==> src/rtl/mem_arbiter.sv <==
// Round-robin arbiter sharing one memory port between an instruction-fetch
// requester and a data requester, with a per-access timeout.
module mem_arbiter #(
  parameter int ADDR_W  = 32,
  parameter int DATA_W  = 32,
  parameter int TIMEOUT = 255
) (
  input  logic              clk,
  input  logic              rst,
  input  logic              i_req,
  input  logic [ADDR_W-1:0] i_addr,
  output logic              i_ack,
  output logic              i_err,
  output logic [DATA_W-1:0] i_rdata,
  input  logic              d_req,
  input  logic              d_we,
  input  logic [ADDR_W-1:0] d_addr,
  input  logic [DATA_W-1:0] d_wdata,
  output logic              d_ack,
  output logic              d_err,
  output logic [DATA_W-1:0] d_rdata,
  output logic              mem_req,
  output logic              mem_we,
  output logic [ADDR_W-1:0] mem_addr,
  output logic [DATA_W-1:0] mem_wdata,
  input  logic [DATA_W-1:0] mem_rdata,
  input  logic              mem_ready,
  output logic              busy
);

  localparam int CNT_W = $clog2(TIMEOUT + 1);

  localparam logic [1:0] S_IDLE   = 2'd0;
  localparam logic [1:0] S_ACCESS = 2'd1;
  localparam logic [1:0] S_RESP   = 2'd2;

  logic [1:0]        r_state;
  logic [CNT_W-1:0]  r_cnt;
  logic              r_owner_d;
  logic              r_last_d;
  logic              r_busy;
  logic              r_mem_req;
  logic              r_mem_we;
  logic [ADDR_W-1:0] r_mem_addr;
  logic [DATA_W-1:0] r_mem_wdata;
  logic              r_i_ack;
  logic              r_i_err;
  logic [DATA_W-1:0] r_i_rdata;
  logic              r_d_ack;
  logic              r_d_err;
  logic [DATA_W-1:0] r_d_rdata;

  logic w_any_req;
  logic w_gnt_d;
  logic w_timeout;
  logic w_finish;

  // Data wins only when fetch is idle or fetch was served last.
  assign w_any_req = i_req | d_req;
  assign w_gnt_d   = d_req & (~i_req | ~r_last_d);
  assign w_timeout = (r_cnt == CNT_W'(TIMEOUT - 1));
  assign w_finish  = mem_ready | w_timeout;

  always_ff @(posedge clk or negedge rst) begin
    if (!rst) begin
      r_state     <= S_IDLE;
      r_cnt       <= '0;
      r_owner_d   <= 1'b0;
      r_last_d    <= 1'b1;
      r_busy      <= 1'b0;
      r_mem_req   <= 1'b0;
      r_mem_we    <= 1'b0;
      r_mem_addr  <= '0;
      r_mem_wdata <= '0;
      r_i_ack     <= 1'b0;
      r_i_err     <= 1'b0;
      r_i_rdata   <= '0;
      r_d_ack     <= 1'b0;
      r_d_err     <= 1'b0;
      r_d_rdata   <= '0;
    end else begin
      // NOTE: ack/err default low here so every path out of ACCESS yields a single-cycle pulse.
      r_i_ack <= 1'b0;
      r_i_err <= 1'b0;
      r_d_ack <= 1'b0;
      r_d_err <= 1'b0;
      case (r_state)
        S_IDLE: begin
          if (w_any_req) begin
            r_owner_d   <= w_gnt_d;
            r_mem_we    <= w_gnt_d & d_we;
            r_mem_addr  <= w_gnt_d ? d_addr : i_addr;
            r_mem_wdata <= w_gnt_d ? d_wdata : '0;
            r_mem_req   <= 1'b1;
            r_cnt       <= '0;
            r_busy      <= 1'b1;
            r_state     <= S_ACCESS;
          end
        end
        S_ACCESS: begin
          if (w_finish) begin
            r_mem_req <= 1'b0;
            r_last_d  <= r_owner_d;
            r_state   <= S_RESP;
            if (r_owner_d) begin
              r_d_ack <= 1'b1;
              r_d_err <= ~mem_ready;
              if (!r_mem_we) r_d_rdata <= mem_ready ? mem_rdata : '0;
            end else begin
              r_i_ack   <= 1'b1;
              r_i_err   <= ~mem_ready;
              r_i_rdata <= mem_ready ? mem_rdata : '0;
            end
          end else begin
            r_cnt <= r_cnt + CNT_W'(1);
          end
        end
        S_RESP: begin
          r_busy  <= 1'b0;
          r_state <= S_IDLE;
        end
        default: begin
          r_busy    <= 1'b0;
          r_mem_req <= 1'b0;
          r_state   <= S_IDLE;
        end
      endcase
    end
  end

  assign busy      = r_busy;
  assign mem_req   = r_mem_req;
  assign mem_we    = r_mem_we;
  assign mem_addr  = r_mem_addr;
  assign mem_wdata = r_mem_wdata;
  assign i_ack     = r_i_ack;
  assign i_err     = r_i_err;
  assign i_rdata   = r_i_rdata;
  assign d_ack     = r_d_ack;
  assign d_err     = r_d_err;
  assign d_rdata   = r_d_rdata;

endmodule

==> config.mk <==
export PLATFORM = sky130hd
export DESIGN_NAME = mem_arbiter
export DESIGN_NICKNAME = d
export VERILOG_FILES = /design/src/rtl/mem_arbiter.sv
export SDC_FILE = /design/constraint.sdc
export NUM_CORES = 1
export LEC_CHECK = 0
export BUFFER_PORTS_ARGS = -buffer_cell sky130_fd_sc_hd__buf_2
export CAP_MARGIN = 20
export CORE_MARGIN = 4
export CORE_UTILIZATION = 42
export DETAILED_ROUTE_END_ITERATION = 8
export GPL_TIMING_DRIVEN = 0
export PLACE_DENSITY = 0.83
export SKIP_CTS_REPAIR_TIMING = 1
export SYNTH_ARGS = -nofsm -noshare
export SYNTH_HDL_FRONTEND = slang
export SYNTH_SLANG_ARGS = --single-unit
==> constraint.sdc <==
create_clock -name clk -period 1.5 [get_ports clk]
set_input_delay 0.225 -clock clk [delete_from_list [all_inputs] [get_ports clk]]
set_output_delay 0.225 -clock clk [all_outputs]
set_load 0.03 [all_outputs]
# Word-level counts from Yosys, hierarchy flattened
# Cells that the tools add are included.
# word_totals
register_bits	147
in_bits	134
out_inout_bits	135
elab_cells	69
# classes
n_addsub	1
eq_ne	6
muxes	25
bitwise	12
reduce_logical	10
# op_table
op	count
$mux 32	3
$mux 8	2
$pmux 8 s2	1
$mux 1	14
$reduce_and 3->1	3
$add 8x1->8 const B	1
$eq 8x8->1 const B	1
$reduce_and 2->1	4
$not 1->1	7
$ne 2x2->1 const B	3
$mux 2	2
$pmux 2 s2	1
$reduce_and 4->1	1
$or 1x1->1	3
$pmux 1 s3	1
$and 1x1->1	2
$eq 2x1->1 const B	1
$eq 2x2->1 const B	1
$logic_not 2->1	1
$pmux 1 s2	1
$reduce_bool 2->1	1

# Logic depth before layout (Yosys ltp)
# logic_depth
ltp_word	4
depth_mapped	7

# Worst setup path after synthesis
# No wires, ideal clock.
# synth_path
path_kind	reg-to-reg
start	reg r_cnt[0]
end	reg r_last_d
arrival_ps	1528
t_required_ps	1418
slack_ps	-110
stages_incl_launch_ff	8
period_less_slack_ps	1610
path_cell_list	dfrtp_1 -> inv_1 -> ha_1 -> nand3_1 -> o21ai_4 -> nand2_1 -> inv_1 -> mux2_2
# synth_between
elab_chain_len	3
# synth_rtl
item	line_no	rtl
from (decl)	38	logic [CNT_W-1:0] r_cnt;
from (signal assigned)	115	r_cnt <= r_cnt + CNT_W'(1);
$eq 8x8->1	61	assign w_timeout = (r_cnt == CNT_W'(TIMEOUT - 1));
$or 1x1->1	62	assign w_finish = mem_ready | w_timeout;
$reduce_and 2->1 (no source line)	--	
to (signal assigned)	103	r_last_d <= r_owner_d;
to (decl)	40	logic r_last_d;
# Every way passes these cells.
# A chain may end at the register's enable or synchronous reset.

# Worst setup path after layout
# layout_path
start	reg r_cnt[0]
end	reg r_d_rdata[16], in the netlist d_rdata[16]
# layout_between
elab_chain_len	3
# layout_rtl
item	line_no	rtl
$eq 8x8->1	61	
$or 1x1->1	62	
$reduce_and 4->1 (no source line)	--	
to (signal assigned)	108	if (!r_mem_we) r_d_rdata <= mem_ready ? mem_rdata : '0;
to (decl)	51	logic [DATA_W-1:0] r_d_rdata;
# Every way passes these cells.

==> impl_metrics.xml <==
<?xml version="1.0" encoding="UTF-8"?>
<metrics>
  <group name="outcome">
    <metric name="status" unit="">finished, violations left</metric>
    <metric name="failed_checks" unit="">negative setup slack</metric>
  </group>
  <group name="global_routing">
    <metric name="initial_antenna_violation_count" unit="">0</metric>
    <metric name="global_route_wire_length_before_repair" unit="um">26000</metric>
    <metric name="grt_pass1_vias" unit="">5006</metric>
    <metric name="grt_max_degree" unit="">94</metric>
    <metric name="grt.overflow.total" unit="">0</metric>
    <metric name="globalRouteTotalUtil" unit="">0.206</metric>
  </group>
  <group name="synth">
    <metric name="synth-async-reset-ratio" unit="">1.00</metric>
    <metric name="synth_fp_nets" unit="">578</metric>
    <metric name="synth_sequential_area_ratio" unit="">0.627</metric>
    <metric name="post_synth.cell_area_avg" unit="um2">13.3</metric>
    <metric name="synth_warnings" unit="">0</metric>
    <metric name="synth_cell_type_count" unit="">38</metric>
    <metric name="syn_inst" unit="">442</metric>
    <metric name="synth_edf_count" unit="">0</metric>
    <metric name="syn-cell-area" unit="um2">5870</metric>
    <metric name="ys_ff_latch" unit="">147</metric>
    <metric name="synth-main-ff-cell" unit="">sky130_fd_sc_hd__dfrtp_1</metric>
  </group>
  <group name="final_layout">
    <metric name="final_design_area_no_fill" unit="um2">8280</metric>
    <metric name="filler_cell_count_in_the_final_layout" unit="">1118</metric>
    <metric name="drive_gt1_frac" unit="">0.485</metric>
    <metric name="antenna-diode-count" unit="">0</metric>
    <metric name="area.growth.synth_to_final" unit="%">41.0</metric>
    <metric name="finish.net_count" unit="">882</metric>
  </group>
  <group name="sta">
    <metric name="tightestPinTransition" unit="ns">0.527</metric>
    <metric name="final.period_utilization" unit="">1.11</metric>
    <metric name="slew_headroom" unit="">0.649</metric>
    <metric name="final-hold-violation-count" unit="">0</metric>
    <metric name="setup_repair_after_global_routing_missed_its_margin" unit="">true</metric>
    <metric name="fin_worst_skew" unit="ns">0.00915</metric>
    <metric name="timing.fmax" unit="GHz">0.599</metric>
    <metric name="setup_viol" unit="">69</metric>
    <metric name="setup-tns-final" unit="ns">-9.87</metric>
    <metric name="finalCriticalPeriod" unit="ns">1.67</metric>
    <metric name="fin_ws" unit="ns">-0.168</metric>
    <metric name="finalMaxSlewViolations" unit="">0</metric>
  </group>
  <group name="setup_path">
    <metric name="cpMaxStageDelayCell" unit="">sky130_fd_sc_hd__dfrtp_1</metric>
    <metric name="critPathArrivalTime" unit="ns">1.97</metric>
    <metric name="timing.critical_path.buf_inv" unit="">2</metric>
    <metric name="path_max_fanout" unit="">10</metric>
    <metric name="path_cells" unit="">inv_1 &gt; ha_2 &gt; nand3_4 &gt; o21ai_4 &gt; nand3_4 &gt; buf_6 &gt; a32o_1</metric>
    <metric name="endpoint_type_of_the_worst_setup_path" unit="">flop</metric>
    <metric name="critPathMaxStageDelay" unit="ns">0.40</metric>
    <metric name="crit_start_category" unit="">flop</metric>
    <metric name="cp_top_family" unit="">compound AO/OA/AOI/OAI gates</metric>
    <metric name="worstSetupPathType" unit="">reg -&gt; reg</metric>
    <metric name="cpMostUsedCell" unit="">sky130_fd_sc_hd__nand3_4</metric>
    <metric name="required" unit="ns">1.80</metric>
  </group>
  <group name="die">
    <metric name="die_y" unit="um">126</metric>
    <metric name="initial_utilization" unit="">0.437</metric>
    <metric name="fp.coreArea" unit="um2">13500</metric>
    <metric name="fp.dieArea" unit="um2">15900</metric>
    <metric name="floorplan.rows" unit="">42</metric>
    <metric name="floorplan.io_pins" unit="">269</metric>
    <metric name="die-width" unit="um">126</metric>
  </group>
  <group name="pwr">
    <metric name="power.static_leakage" unit="nW">4.31</metric>
    <metric name="power_per_cell_area" unit="nW/um2">2450</metric>
    <metric name="vdd.ir_drop.worst" unit="V">0.00126</metric>
    <metric name="power" unit="mW">20.3</metric>
  </group>
  <group name="clocking">
    <metric name="cts_inserted_buffers" unit="">17</metric>
    <metric name="clk_latency" unit="ns">0.42</metric>
    <metric name="clock_tree_buf_depth" unit="">2</metric>
    <metric name="clk_root_buffer_cell" unit="">sky130_fd_sc_hd__clkbuf_16</metric>
    <metric name="h-tree-depth" unit="">4</metric>
    <metric name="total_clock_sinks" unit="">147</metric>
    <metric name="tritoncts" unit="">done</metric>
    <metric name="clk_transition_reported_paths" unit="ns">0.06</metric>
  </group>
  <group name="routing">
    <metric name="antenna_violating_nets_post_route" unit="">0</metric>
    <metric name="detail_route.iter0.violations" unit="">307</metric>
    <metric name="routed_wire_length_per_instance" unit="um">18.0</metric>
    <metric name="first_pass_iters" unit="">6</metric>
    <metric name="routed-via-count" unit="">4997</metric>
    <metric name="drc" unit="">0</metric>
    <metric name="wl" unit="um">16800</metric>
    <metric name="detail_route.vias_per_cell" unit="">5.35</metric>
  </group>
  <group name="placement">
    <metric name="dpl-instance-area" unit="um2">7490</metric>
    <metric name="finalWeightedCongestion" unit="">0.777</metric>
    <metric name="io_buffers" unit="">268</metric>
    <metric name="dp_hpwl" unit="um">12300</metric>
  </group>
  <group name="run">
    <metric name="max_cap_viol_count" unit="">0</metric>
  </group>
  <group name="worst_hold_path">
    <metric name="min-delay-path-class" unit="">in -&gt; reg</metric>
  </group>
</metrics>
[Yosys cell counts, types with 3 or more instances]
| library cell | count | area (um2) |
|---|---|---|
| sky130_fd_sc_hd__dfrtp_1 | 146 | 3650 |
| sky130_fd_sc_hd__a32o_1 | 64 | 641 |
| sky130_fd_sc_hd__o21ai_0 | 41 | 205 |
| sky130_fd_sc_hd__nand2_1 | 35 | 131 |
| sky130_fd_sc_hd__a22o_1 | 34 | 298 |
| sky130_fd_sc_hd__mux2i_1 | 32 | 320 |
| sky130_fd_sc_hd__buf_2 | 23 | 115 |
| sky130_fd_sc_hd__clkbuf_1 | 8 | 30.0 |
| sky130_fd_sc_hd__inv_1 | 7 | 26.3 |
| sky130_fd_sc_hd__nand3_1 | 7 | 35.0 |
| sky130_fd_sc_hd__buf_6 | 6 | 67.6 |
| sky130_fd_sc_hd__nor2_1 | 5 | 18.8 |
| sky130_fd_sc_hd__nor3_1 | 3 | 15.0 |
[logic make-up after synthesis]
group	after synthesis	share of synthesized area
and+or+nand+nor	61	0.0526
adders and majority gates	2	0.00426
muxes	33	0.0565
AOI/OAI and AO/OA	151	0.215
buffers and inverters	47	0.0432
xor gates and xnor gates	1	0.00149
DFF	147	0.627
[state kept, by name, summed over array words and instances (netlist names), 2 cells and up]
name,flops
r_state,2
mem_addr,32
mem_wdata,32
i_rdata,32
r_cnt,8
d_rdata,32
[area by class of cell]
class / instances / area [um2] / share of cell area
repair buffers: 286 / 1530 / 0.185
flip-flops and latches: 147 / 3680 / 0.444
plain buffers: 38 / 282 / 0.0340
multi-input cells: 248 / 1980 / 0.239
well taps: 176 / 220 / 0.0266
inverters: 8 / 30.0 / 0.00363
clock buffers: 18 / 429 / 0.0518
clock inverters: 13 / 126 / 0.0153
[placed cells by master, fill, tap and decap left out, types with 2 or more instances in the layout]
master and count:
sky130_fd_sc_hd__a21o_1 2, sky130_fd_sc_hd__a21oi_1 2, sky130_fd_sc_hd__a22o_1 34, sky130_fd_sc_hd__a32o_1 64, sky130_fd_sc_hd__and3_1 2, sky130_fd_sc_hd__buf_2 279
sky130_fd_sc_hd__buf_4 13, sky130_fd_sc_hd__buf_6 14, sky130_fd_sc_hd__buf_8 2, sky130_fd_sc_hd__clkbuf_1 6, sky130_fd_sc_hd__clkbuf_16 18, sky130_fd_sc_hd__clkbuf_2 3
sky130_fd_sc_hd__clkbuf_4 3, sky130_fd_sc_hd__clkinv_4 3, sky130_fd_sc_hd__clkinvlp_4 4, sky130_fd_sc_hd__dfrtp_1 146, sky130_fd_sc_hd__dlygate4sd3_1 2, sky130_fd_sc_hd__inv_1 6
sky130_fd_sc_hd__inv_2 2, sky130_fd_sc_hd__inv_6 4, sky130_fd_sc_hd__mux2i_1 32, sky130_fd_sc_hd__nand2_1 34, sky130_fd_sc_hd__nand3_1 6, sky130_fd_sc_hd__nand3_4 3
sky130_fd_sc_hd__nor2_1 4, sky130_fd_sc_hd__nor2_2 2, sky130_fd_sc_hd__nor3_1 2, sky130_fd_sc_hd__o21ai_0 40
[path summary, 6_finish.rpt]
| check | startpoint | end | slack (ns) | cells after the start |
|---|---|---|---|---|
| setup / recovery | r_cnt[0] | d_rdata[16] | -0.17 | 7 |
| hold / removal | d_wdata[28] | mem_wdata[28] | 0.02 | 2 |
| setup reg to reg | r_cnt[0] | d_rdata[16] | -0.17 | 7 |
| hold reg to reg | mem_addr[0] | mem_addr[0] | 0.47 | 2 |
| max in group asynchronous | rst | mem_wdata[31] | 0.32 | 3 |
| min in group asynchronous | rst | d_rdata[25] | 0.34 | 2 |
[where the power goes]
part	internal (mW)	leakage [nW]	switching, mW
Combinational	3.22	2.19	6.37
Clock	2.29	0.260	1.68
Sequential	5.74	1.87	1.02
Total	11.3	4.31	9.06
[metal layers]
metal	share of wire	vias up	wire (um)	global-route usage
met5	0	-	0	0
met4	0.021	0	350	0.0801
met3	0.081	27	1360	0.0652
met2	0.50	228	8470	0.344
met1	0.39	2446	6630	0.249
li1	-	2296	-	-
[stage by stage]
stage	instances	setup slack (ns)	hold WS, ns	utilization
global route	934	-0.270	0.00879	0.616
floorplan	442	-0.0725	-0.0706	-
detailed placement	887	-0.264	0.212	0.556
finish	934	-0.168	0.0198	0.616
global placement	886	-1.85	0.441	0.554
CTS	918	-0.274	-0.229	0.598
Power figures use the tool's default switching activity.
